`src/rtl/sqrt_prescale.sv`:
```
// sqrt_prescale: normalises a 20-bit operand to Q2.20 mantissa m in [0.25,1) and emits CORDIC seeds m+0.25 / m-0.25 with shift count k
module sqrt_prescale #(
  parameter logic [21:0] QUARTER = 22'h040000
) (
  input  logic        clk,
  input  logic        reset,
  input  logic [19:0] a,
  input  logic        in_valid,
  output logic        in_ready,
  output logic [21:0] x0,
  output logic [21:0] y0,
  output logic [21:0] z0,
  output logic [3:0]  k,
  output logic        zero_flag,
  output logic        out_valid,
  input  logic        out_ready
);
  typedef enum logic [1:0] {IDLE, NORM, HOLD} state_t;
  state_t state_q, state_d;
  logic [19:0] a_q, a_d;
  logic [3:0] cnt_q, cnt_d, k_q, k_d;
  logic [21:0] x_q, x_d, y_q, y_d, m;
  logic zf_q, zf_d;
  assign m = {2'b00, a_q};
  always_comb begin
    state_d = state_q;
    a_d = a_q;
    cnt_d = cnt_q;
    k_d = k_q;
    x_d = x_q;
    y_d = y_q;
    zf_d = zf_q;
    case (state_q)
      IDLE: if (in_valid) begin
        a_d = a;
        cnt_d = 4'd0;
        if (a == 20'd0) begin
          state_d = HOLD;
          zf_d = 1'b1;
          k_d = 4'd0;
        end else state_d = NORM;
      end
      NORM: if (a_q[19:18] == 2'b00) begin
        a_d = {a_q[17:0], 2'b00};
        cnt_d = cnt_q + 4'd1;
      end else begin
        x_d = m + QUARTER;
        y_d = m - QUARTER;
        k_d = cnt_q;
        zf_d = 1'b0;
        state_d = HOLD;
      end
      HOLD: state_d = out_ready ? IDLE : HOLD;
      default: state_d = IDLE;
    endcase
  end
  always_ff @(posedge clk or negedge reset) begin
    if (!reset) begin
      state_q <= IDLE;
      a_q <= '0;
      cnt_q <= '0;
      k_q <= '0;
      x_q <= '0;
      y_q <= '0;
      zf_q <= 1'b0;
    end else begin
      state_q <= state_d;
      a_q <= a_d;
      cnt_q <= cnt_d;
      k_q <= k_d;
      x_q <= x_d;
      y_q <= y_d;
      zf_q <= zf_d;
    end
  end
  assign in_ready = state_q == IDLE;
  assign out_valid = state_q == HOLD;
  assign x0 = x_q;
  assign y0 = y_q;
  assign z0 = '0;
  assign k = k_q;
  assign zero_flag = zf_q;
endmodule

```
`config.mk`:
```
export PLATFORM = sky130hd
export DESIGN_NAME = sqrt_prescale
export DESIGN_NICKNAME = d
export VERILOG_FILES = /design/src/rtl/sqrt_prescale.sv
export SDC_FILE = /design/constraint.sdc
export NUM_CORES = 1
export LEC_CHECK = 0
export ABC_AREA = 0
export BUFFER_PORTS_ARGS = -buffer_cell sky130_fd_sc_hd__buf_2
export CAP_MARGIN = 20
export CELL_PAD_IN_SITES_DETAIL_PLACEMENT = 0
export CELL_PAD_IN_SITES_GLOBAL_PLACEMENT = 2
export CORE_MARGIN = 4
export CORE_UTILIZATION = 27
export CTS_BUF_LIST = sky130_fd_sc_hd__clkbuf_8
export CTS_CLUSTER_DIAMETER = 30
export DETAILED_ROUTE_END_ITERATION = 7
export GPL_TIMING_DRIVEN = 0
export PLACE_DENSITY_LB_ADDON = 0.1
export SYNTH_ARGS = -nofsm -noshare
export SYNTH_HDL_FRONTEND = slang
export SYNTH_SLANG_ARGS = --single-unit
```
`constraint.sdc`:
```
create_clock -name clk -period 1.7 [get_ports clk]
set_input_delay 0.255 -clock clk [delete_from_list [all_inputs] [get_ports clk]]
set_output_delay 0.255 -clock clk [all_outputs]
set_load 0.03 [all_outputs]
```
## Word-level counts from Yosys, hierarchy flattened

Cells that the tools add are included.

| storage, ports and cells | value |
|---|---|
| flip-flop bits (word level) | 75 |
| input port bits | 24 |
| word-level logic and storage cells | 44 |

| cells by class | value |
|---|---|
| add/subtract/negate cells | 3 |
| eq/ne operators | 6 |
| muxes and demuxes | 19 |
| bitwise operators | 1 |
| reduce and logical (&&, ||, !) cells | 8 |

Operators with widths:

| operator | count |
|---|---|
| $mux W20 | 2 |
| $pmux W20 S2 | 1 |
| $add A20 B19 Y21 const B | 1 |
| $sub A20 B19 Y21 const B | 1 |
| $logic_not A20 Y1 | 1 |
| $mux W4 | 5 |
| $pmux W4 S2 | 2 |
| $mux W2 | 4 |
| $ne A2 B2 Y1 const B | 3 |
| $pmux W2 S3 | 1 |
| $add A4 B1 Y4 const B | 1 |
| $logic_not A2 Y1 | 2 |
| $reduce_and A2 Y1 | 2 |
| $reduce_and A4 Y1 | 1 |
| $mux W1 | 3 |
| $reduce_and A3 Y1 | 1 |
| $eq A2 B1 Y1 const B | 1 |
| $eq A2 B2 Y1 const B | 1 |
| $ne A2 B1 Y1 const B | 1 |
| $pmux W1 S2 | 1 |
| $reduce_bool A2 Y1 | 1 |
| $not A1 Y1 | 1 |

## Longest topological paths before layout

Gate-level depths: netlist of run 1.

| logic depth | value |
|---|---|
| depth after elaboration | 4 |
| gate-level depth with buffers | 8 |
| gate-level depth less buffers | 6 |

## Worst setup path before layout of run 1

OpenSTA, ideal clock, no wires.

| timing | value |
|---|---|
| kind | register to register |
| start point | register a_q[18] |
| end point | register a_q[1] |
| setup time | 0.122 ns |
| data arrival time | 1.490 ns |
| data required time | 1.578 ns |
| slack | 0.088 ns |
| stages on the path, launching flop included | 8 |
| clock period less this slack | 1.612 ns |
| cell sequence | dfrtp_1 -> inv_1 -> ha_1 -> mux2i_1 -> or2_1 -> buf_2 -> buf_6 -> a32o_1 |

| between the ends | value |
|---|---|
| longest elaborated chain between the ends | 3 |

RTL lines:

| item | line | source |
|---|---|---|
| start: declaration | 20 | `logic [19:0] a_q, a_d;` |
| start signal: assignment | 60 | `a_q <= '0;` |
| start signal: assignment | 68 | `a_q <= a_d;` |
| $logic_not A2 Y1 | 43 | `NORM: if (a_q[19:18] == 2'b00) begin` |
| $ne A2 B2 Y1 (no line) | n/a |  |
| $reduce_and A3 Y1 (no line) | n/a |  |

No other way between the ends.
A chain may end at the register's enable or synchronous reset.

## Worst setup path in the final report of run 1

Ends and elaborated chain as after synthesis.

==> results.sh, run 1 <==
export IMPL_crit_fanout=10
export IMPL_clk_pin_slew_ns=0.10
export IMPL_final_common_cell="nand2_1"
export IMPL_setup_viol=0
export IMPL_cts_tree="done"
export IMPL_leakage_nw=1.91
export IMPL_p_total_mw=6.75
export IMPL_io_buffer_count=73
export IMPL_htreeDepth=2
export IMPL_max_freq_mhz=621
export IMPL_finalWorstSetupSlack_ns=0.0900
export IMPL_io_pins=97
export IMPL_swShare_pct=46.8
export IMPL_initial_core_util_pct=27.7
export IMPL_switchingPower_mw=3.16
export IMPL_clock_power_share_pct=12.9
export IMPL_synthToLayoutAreaGrowth_pct=30.3
export IMPL_grt_pass1_vias=2157
export IMPL_rows=36
export IMPL_first_pass_iters=4
export IMPL_crit_type="flip-flop to flip-flop"
export IMPL_dp_final_hpwl_um=5290
export IMPL_antennaDiodeCount=0
export IMPL_vdd_drop_max_v=0.000621
export IMPL_via_count=2172
export IMPL_multi_input_area_mm2=0.00106
export IMPL_ys_warn_count=0
export IMPL_clkLatencyLatePin_ns=0.31
export IMPL_clk_path_buf_depth=2
export IMPL_dpl_worst_slack_ns=-0.204
export IMPL_ys_seq_area_share_pct=49.9
export IMPL_finClkSkew_ns=0.0134
export IMPL_routabilityCongestion=0.737
export IMPL_fillers=1084
export IMPL_period_minus_slack_ns=1.61
export IMPL_wirelength_met1_um=3400
export IMPL_outcome="complete, no violations"
export IMPL_syn_area_per_cell_um2=9.28
export IMPL_timing_final_crit_share_pct=94.7
export IMPL_cp_arrival_ns=1.81
export IMPL_finalHoldViolations=0
export IMPL_maxCapViolCount=0
export IMPL_cts_buffers=5
export IMPL_met3_length_um=339
export IMPL_syn_instance_count=292
export IMPL_wl_met2_um=3190
export IMPL_top_layer="met4"
export IMPL_cts_sinks=54
export IMPL_fp_dieW_um=108
export IMPL_post_drt_wl_per_cell_um=13.1
export IMPL_seq_area_mm2=0.00135
export IMPL_relSlewSlack_pct=59.7
export IMPL_cts_root_buf="clkbuf_8"
export IMPL_drc_errors=0
export IMPL_tightest_slew_ns=0.604
export IMPL_hold_path_class="input port to flip-flop"
export IMPL_synth_distinct_cells=28
export IMPL_final_util_pct=36.1
export IMPL_internal_power_mw=3.59
export IMPL_grt_remaining_overflow=0
export IMPL_cp_start_kind="flip-flop"
export IMPL_die_y_um=108
export IMPL_pwr_share_comb_pct=54.0
export IMPL_critPathRequiredTime_ns=1.90
export IMPL_crit_chain="inv_2 -> ha_4 -> mux2i_1 -> or2_1 -> buf_2 -> buf_6 -> a32o_1"
export IMPL_final_setup_tns_ns=0
export IMPL_cpMaxStageDelayCell="dfrtp_1"
export IMPL_ys_ff_latch=54
export IMPL_ant_nets=0
export IMPL_grt_usage_pct=12.1
export IMPL_hold_slack_ns=0.221
export IMPL_seq_power_share_pct=33.1
export IMPL_layout_drive_gt1_share_pct=36.7
export IMPL_dieArea_mm2=0.0117
export IMPL_grt_pass1_wl_um=11100
export IMPL_slew_viol_final=0
export IMPL_vias_per_cell=4.07
export IMPL_grt_max_degree=31
export IMPL_netlist_area_mm2=0.00271
export IMPL_antenna_found_initial=0
export IMPL_max_stage_delay_ns=0.44
export IMPL_first_iter_violations=66
export IMPL_cp_end_kind="flip-flop"
export IMPL_power_density_mw_per_mm2=1910
export IMPL_routed_wl_um=7000
export IMPL_core_area_mm2=0.00977
export IMPL_final_cell_mix="nand2_1 (100), buf_2 (79), dfrtp_1 (54)"
export IMPL_nets=428
## area by class of cell
cell class | count | area share, %
Clock inverter | 3 | 1.17
Buffer | 56 | 11.3
Tap cell | 133 | 4.71
Inverter | 4 | 0.425
Timing Repair Buffer | 79 | 12.1
Clock buffer | 5 | 1.95
Multi-Input combinational cell | 200 | 30.1
Sequential cell | 54 | 38.3
## Yosys cell counts
| library cell | number | area share (%) |
|---|---|---|
| nand2_1 | 100 | 14 |
| dfrtp_1 | 54 | 50 |
| buf_4 | 43 | 12 |
| mux2i_1 | 19 | 7.0 |
| o21ai_1 | 19 | 3.5 |
| o21ai_0 | 10 | 1.8 |
| buf_2 | 9 | 1.7 |
| ha_1 | 4 | 1.8 |
| inv_1 | 4 | 0.55 |
| clkbuf_1 | 3 | 0.42 |
| nor3_1 | 3 | 0.55 |
| nor4_1 | 3 | 0.69 |
| a21oi_1 | 2 | 0.37 |
| a32o_1 | 2 | 0.74 |
| nor2_1 | 2 | 0.28 |
| nor2b_1 | 2 | 0.46 |
| nor4_2 | 2 | 0.92 |
| a2111oi_2 | 1 | 0.55 |
| a211o_1 | 1 | 0.32 |
| a21o_1 | 1 | 0.28 |
| buf_6 | 1 | 0.42 |
| conb_1 | 1 | 0.14 |
| nand2b_1 | 1 | 0.23 |
| nand3_1 | 1 | 0.18 |
| nand4_1 | 1 | 0.23 |
| nor3_4 | 1 | 0.60 |
| o21bai_1 | 1 | 0.28 |
| or2_1 | 1 | 0.23 |
## timing repair
item,4_1_cts,5_1_grt
hold buffers,1,0
endpoints found under the hold margin,24,0
setup buffers,0,4
pin swaps,0,2
setup endpoints to repair,47,41
gates resized for setup,5,6
## path summary, 6_finish.rpt
kind                                    to  slack, ns  cells past startpoint      start
worst max-delay path                a_q[1]       0.09                      7    a_q[18]
max in group asynchronous            y0[0]       0.63                      3      reset
worst min register to register      x0[20]       0.48                      2     x0[20]
min in group asynchronous           y0[12]       0.48                      2      reset
worst min-delay path            state_q[1]       0.22                      3  out_ready
worst max register to register      a_q[1]       0.09                      7    a_q[18]
## logic make-up (layout without fill, tap and decap cells)
group	after synthesis	after routing	synth area share, %
and+or+nand+nor	117	117	18.2
buffers and inverters	60	147	15.0
DFF	54	54	49.9
AOI/OAI and AO/OA	37	37	7.90
muxes	19	19	7.02
adders and majority gates	4	4	1.85
other	1	23	0.138
## flip-flops by register name (all words and copies together) (netlist names)
| register | count |
|---|---|
| x0 | 2 |
| y0 | 21 |
| a_q | 20 |
| zero_flag | 1 |
| cnt_q | 4 |
| state_q | 2 |
| k | 4 |
## worst max-delay path: cells and delay by family, from the launching register on
| family | cells | cell delay (ns) |
|---|---|---|
| AND/OR/NAND/NOR | 1 | 0.20 |
| buffers and inverters | 3 | 0.41 |
| flip-flops | 1 | 0.44 |
| adder cells (fa/ha/maj) | 1 | 0.18 |
| multiplexers | 1 | 0.07 |
| AO/OA/AOI/OAI | 1 | 0.20 |
## per-stage QoR
stage          instance area (um2)  cells
2_1_floorplan                 2790    314
3_3_place_gp                  3320    520
3_5_place_dp                  3340    521
4_1_cts                       3490    530
5_1_grt                       3530    534
6_report                      3530    534
## power groups by stage
stage / Combinational [mW] / Clock, mW / Sequential, mW
after floorplan: 2.14 / 0 / 2.66
after global placement: 3.52 / 0 / 2.25
after detailed placement: 3.56 / 0 / 2.27
after CTS: 3.63 / 0.910 / 2.25
after global routing: 4.02 / 0.972 / 2.32
final: 3.65 / 0.871 / 2.23
## per-layer routing
layer / vias up / global-route usage, %
li1: 1103 / -
met1: 1003 / 17.3
met2: 60 / 19.2
met3: 6 / 2.03
met4: 0 / 3.25
met5: - / 0
(Power assumes the default switching activity.)
==> run 2, diff against run 1 <==
- RECOVER_POWER: default -> 100
==> run 2 against run 1 <==
Worst hold slack is essentially flat; critical path type unchanged; highest routed layer unchanged; first-iteration DRC count grew 4.5%; largest cell class unchanged; combinational power shrank 3%; via count shrank 0.37%; largest power group unchanged.
==> results.sh, run 2 (same netlist as run 1, synthesis figures left out) <==
export IMPL_outcome="complete, no violations"
export IMPL_cp_end_kind="flip-flop"
export IMPL_core_area_mm2=0.00977
export IMPL_min_delay_path_depth=3
export IMPL_io_pins=97
export IMPL_finClkSkew_ns=0.0137
export IMPL_cts_buffers=5
export IMPL_antennaDiodeCount=0
export IMPL_place_area_mm2=0.00334
export IMPL_final_cell_mix="nand2_1 (100), dfrtp_1 (54), clkbuf_1 (50)"
export IMPL_antenna_found_initial=0
export IMPL_timing_final_crit_share_pct=94.6
export IMPL_layout_drive_gt1_share_pct=24.7
export IMPL_grt_pass1_wl_um=11100
export IMPL_io_buffer_count=73
export IMPL_cp_arrival_ns=1.81
export IMPL_multi_input_area_mm2=0.00106
export IMPL_vias_per_cell=4.05
export IMPL_reg2reg_depth=7
export IMPL_routabilityCongestion=0.737
export IMPL_reg2reg_slack_ns=0.09
export IMPL_final_cells=534
export IMPL_leakage_nw=1.74
export IMPL_crit_type="flip-flop to flip-flop"
export IMPL_hold_slack_ns=0.221
export IMPL_final_common_cell="nand2_1"
export IMPL_maxCapViolCount=0
export IMPL_routed_wl_um=7070
export IMPL_critPathRequiredTime_ns=1.90
export IMPL_relSlewSlack_pct=57.7
export IMPL_die_y_um=108
export IMPL_first_pass_iters=4
export IMPL_seq_area_mm2=0.00135
export IMPL_post_drt_wl_per_cell_um=13.2
export IMPL_clkLatencyLatePin_ns=0.31
export IMPL_fp_dieW_um=108
export IMPL_via_count=2164
export IMPL_finalHoldViolations=0
export IMPL_hold_path_class="input port to flip-flop"
export IMPL_cp_start_kind="flip-flop"
export IMPL_grt_remaining_overflow=0
export IMPL_clk_path_buf_depth=2
export IMPL_power_density_mw_per_mm2=1920
export IMPL_r2r_end="a_q[1]"
export IMPL_final_setup_tns_ns=0
export IMPL_initial_core_util_pct=27.7
export IMPL_final_cell_area_mm2=0.00346
export IMPL_r2r_start="a_q[18]"
export IMPL_grt_max_degree=31
export IMPL_fillers=1100
export IMPL_grt_usage_pct=12.1
export IMPL_clk_pin_slew_ns=0.10
export IMPL_cts_sinks=54
export IMPL_dp_final_hpwl_um=5290
export IMPL_grt_pass1_vias=2157
export IMPL_ant_nets=0
export IMPL_synthToLayoutAreaGrowth_pct=27.6
export IMPL_min_delay_start="out_ready"
export IMPL_vdd_drop_max_v=0.000621
export IMPL_min_to="state_q[1]"
export IMPL_first_iter_violations=69
export IMPL_setup_viol=0
export IMPL_drc_errors=0
export IMPL_period_minus_slack_ns=1.61
export IMPL_cts_tree="done"
export IMPL_slew_viol_final=0
export IMPL_dieArea_mm2=0.0117
export IMPL_max_freq_mhz=622
export IMPL_largest_reg_flops=21
export IMPL_nets=428
export IMPL_htreeDepth=2
export IMPL_rows=36
export IMPL_crit_fanout=10
export IMPL_cts_root_buf="clkbuf_8"
export IMPL_tightest_slew_ns=0.635
export IMPL_placed_cells=521
[run 2: cell count changes in the layout (fill, tap and decap cells not counted), sizes merged]
cell / previous run / this run
buf: 129 / 79
clkbuf: 10 / 60
[run 2: critical path, cell delays in order (launching register included)]
cell,delay (ns)
dfrtp_1,0.44
inv_2,0.10
ha_4,0.18
mux2i_1,0.07
or2_1,0.20
buf_2,0.16
buf_6,0.15
a32o_1,0.20
[run 2: per-stage QoR]
step,total power [mW],setup WS (ns),utilization [%]
CTS,6.79,0.000199,35.7
global route,7.19,-0.0106,35.4
finish,6.64,0.0917,35.4
floorplan,4.80,0.0880,-
global placement,5.78,-0.242,34.0
detailed placement,5.82,-0.204,34.2
[run 2: cell type report]
type | count | share of cell area (%)
buffer | 56 | 11.5
clock buffer | 5 | 1.99
clock inverter | 3 | 1.19
inverter | 4 | 0.434
multi-input combinational | 200 | 30.7
sequential | 54 | 39.1
tap | 133 | 4.81
timing repair buffer | 79 | 10.2
[run 2: timing repair]
| action | 4_1_cts | 5_1_grt |
|---|---|---|
| hold buffers | 1 | 0 |
| gates resized for setup | 5 | 6 |
| pin swaps | 0 | 2 |
| endpoints found under the setup margin | 47 | 41 |
| hold endpoints to repair | 24 | 0 |
| setup buffers | 0 | 4 |
[run 2: how the worst max path moves through the flow]
stage | startpoint | to | slack (ns) | cells past startpoint
6_report | a_q[18] | a_q[1] | 0.09 | 7
5_1_grt | a_q[19] | a_q[12] | -0.01 | 8
4_1_cts | a_q[18] | cnt_q[0] | 0.0002 | 8
3_5_place_dp | a[15] | k[2] | -0.20 | 5
3_3_place_gp | a[1] | k[2] | -0.24 | 5
2_1_floorplan | a_q[18] | a_q[1] | 0.09 | 7
[run 2: routing by layer]
metal  GRT usage [%]  vias up  part of all wire [%]
met2            19.2       60                    45
met4            3.25        0                   1.0
met5               0        -                     0
met3            2.03        6                   5.0
met1            17.3      994                    49
li1                -     1104                     -
[run 2: report_power, final]
part / total [mW] / leakage [nW] / switching [mW] / internal (mW)
registers: 2.24 / 0.693 / 0.423 / 1.82
clock network: 0.870 / 0.0556 / 0.436 / 0.435
logic: 3.53 / 0.988 / 2.32 / 1.21
total: 6.64 / 1.74 / 3.18 / 3.46
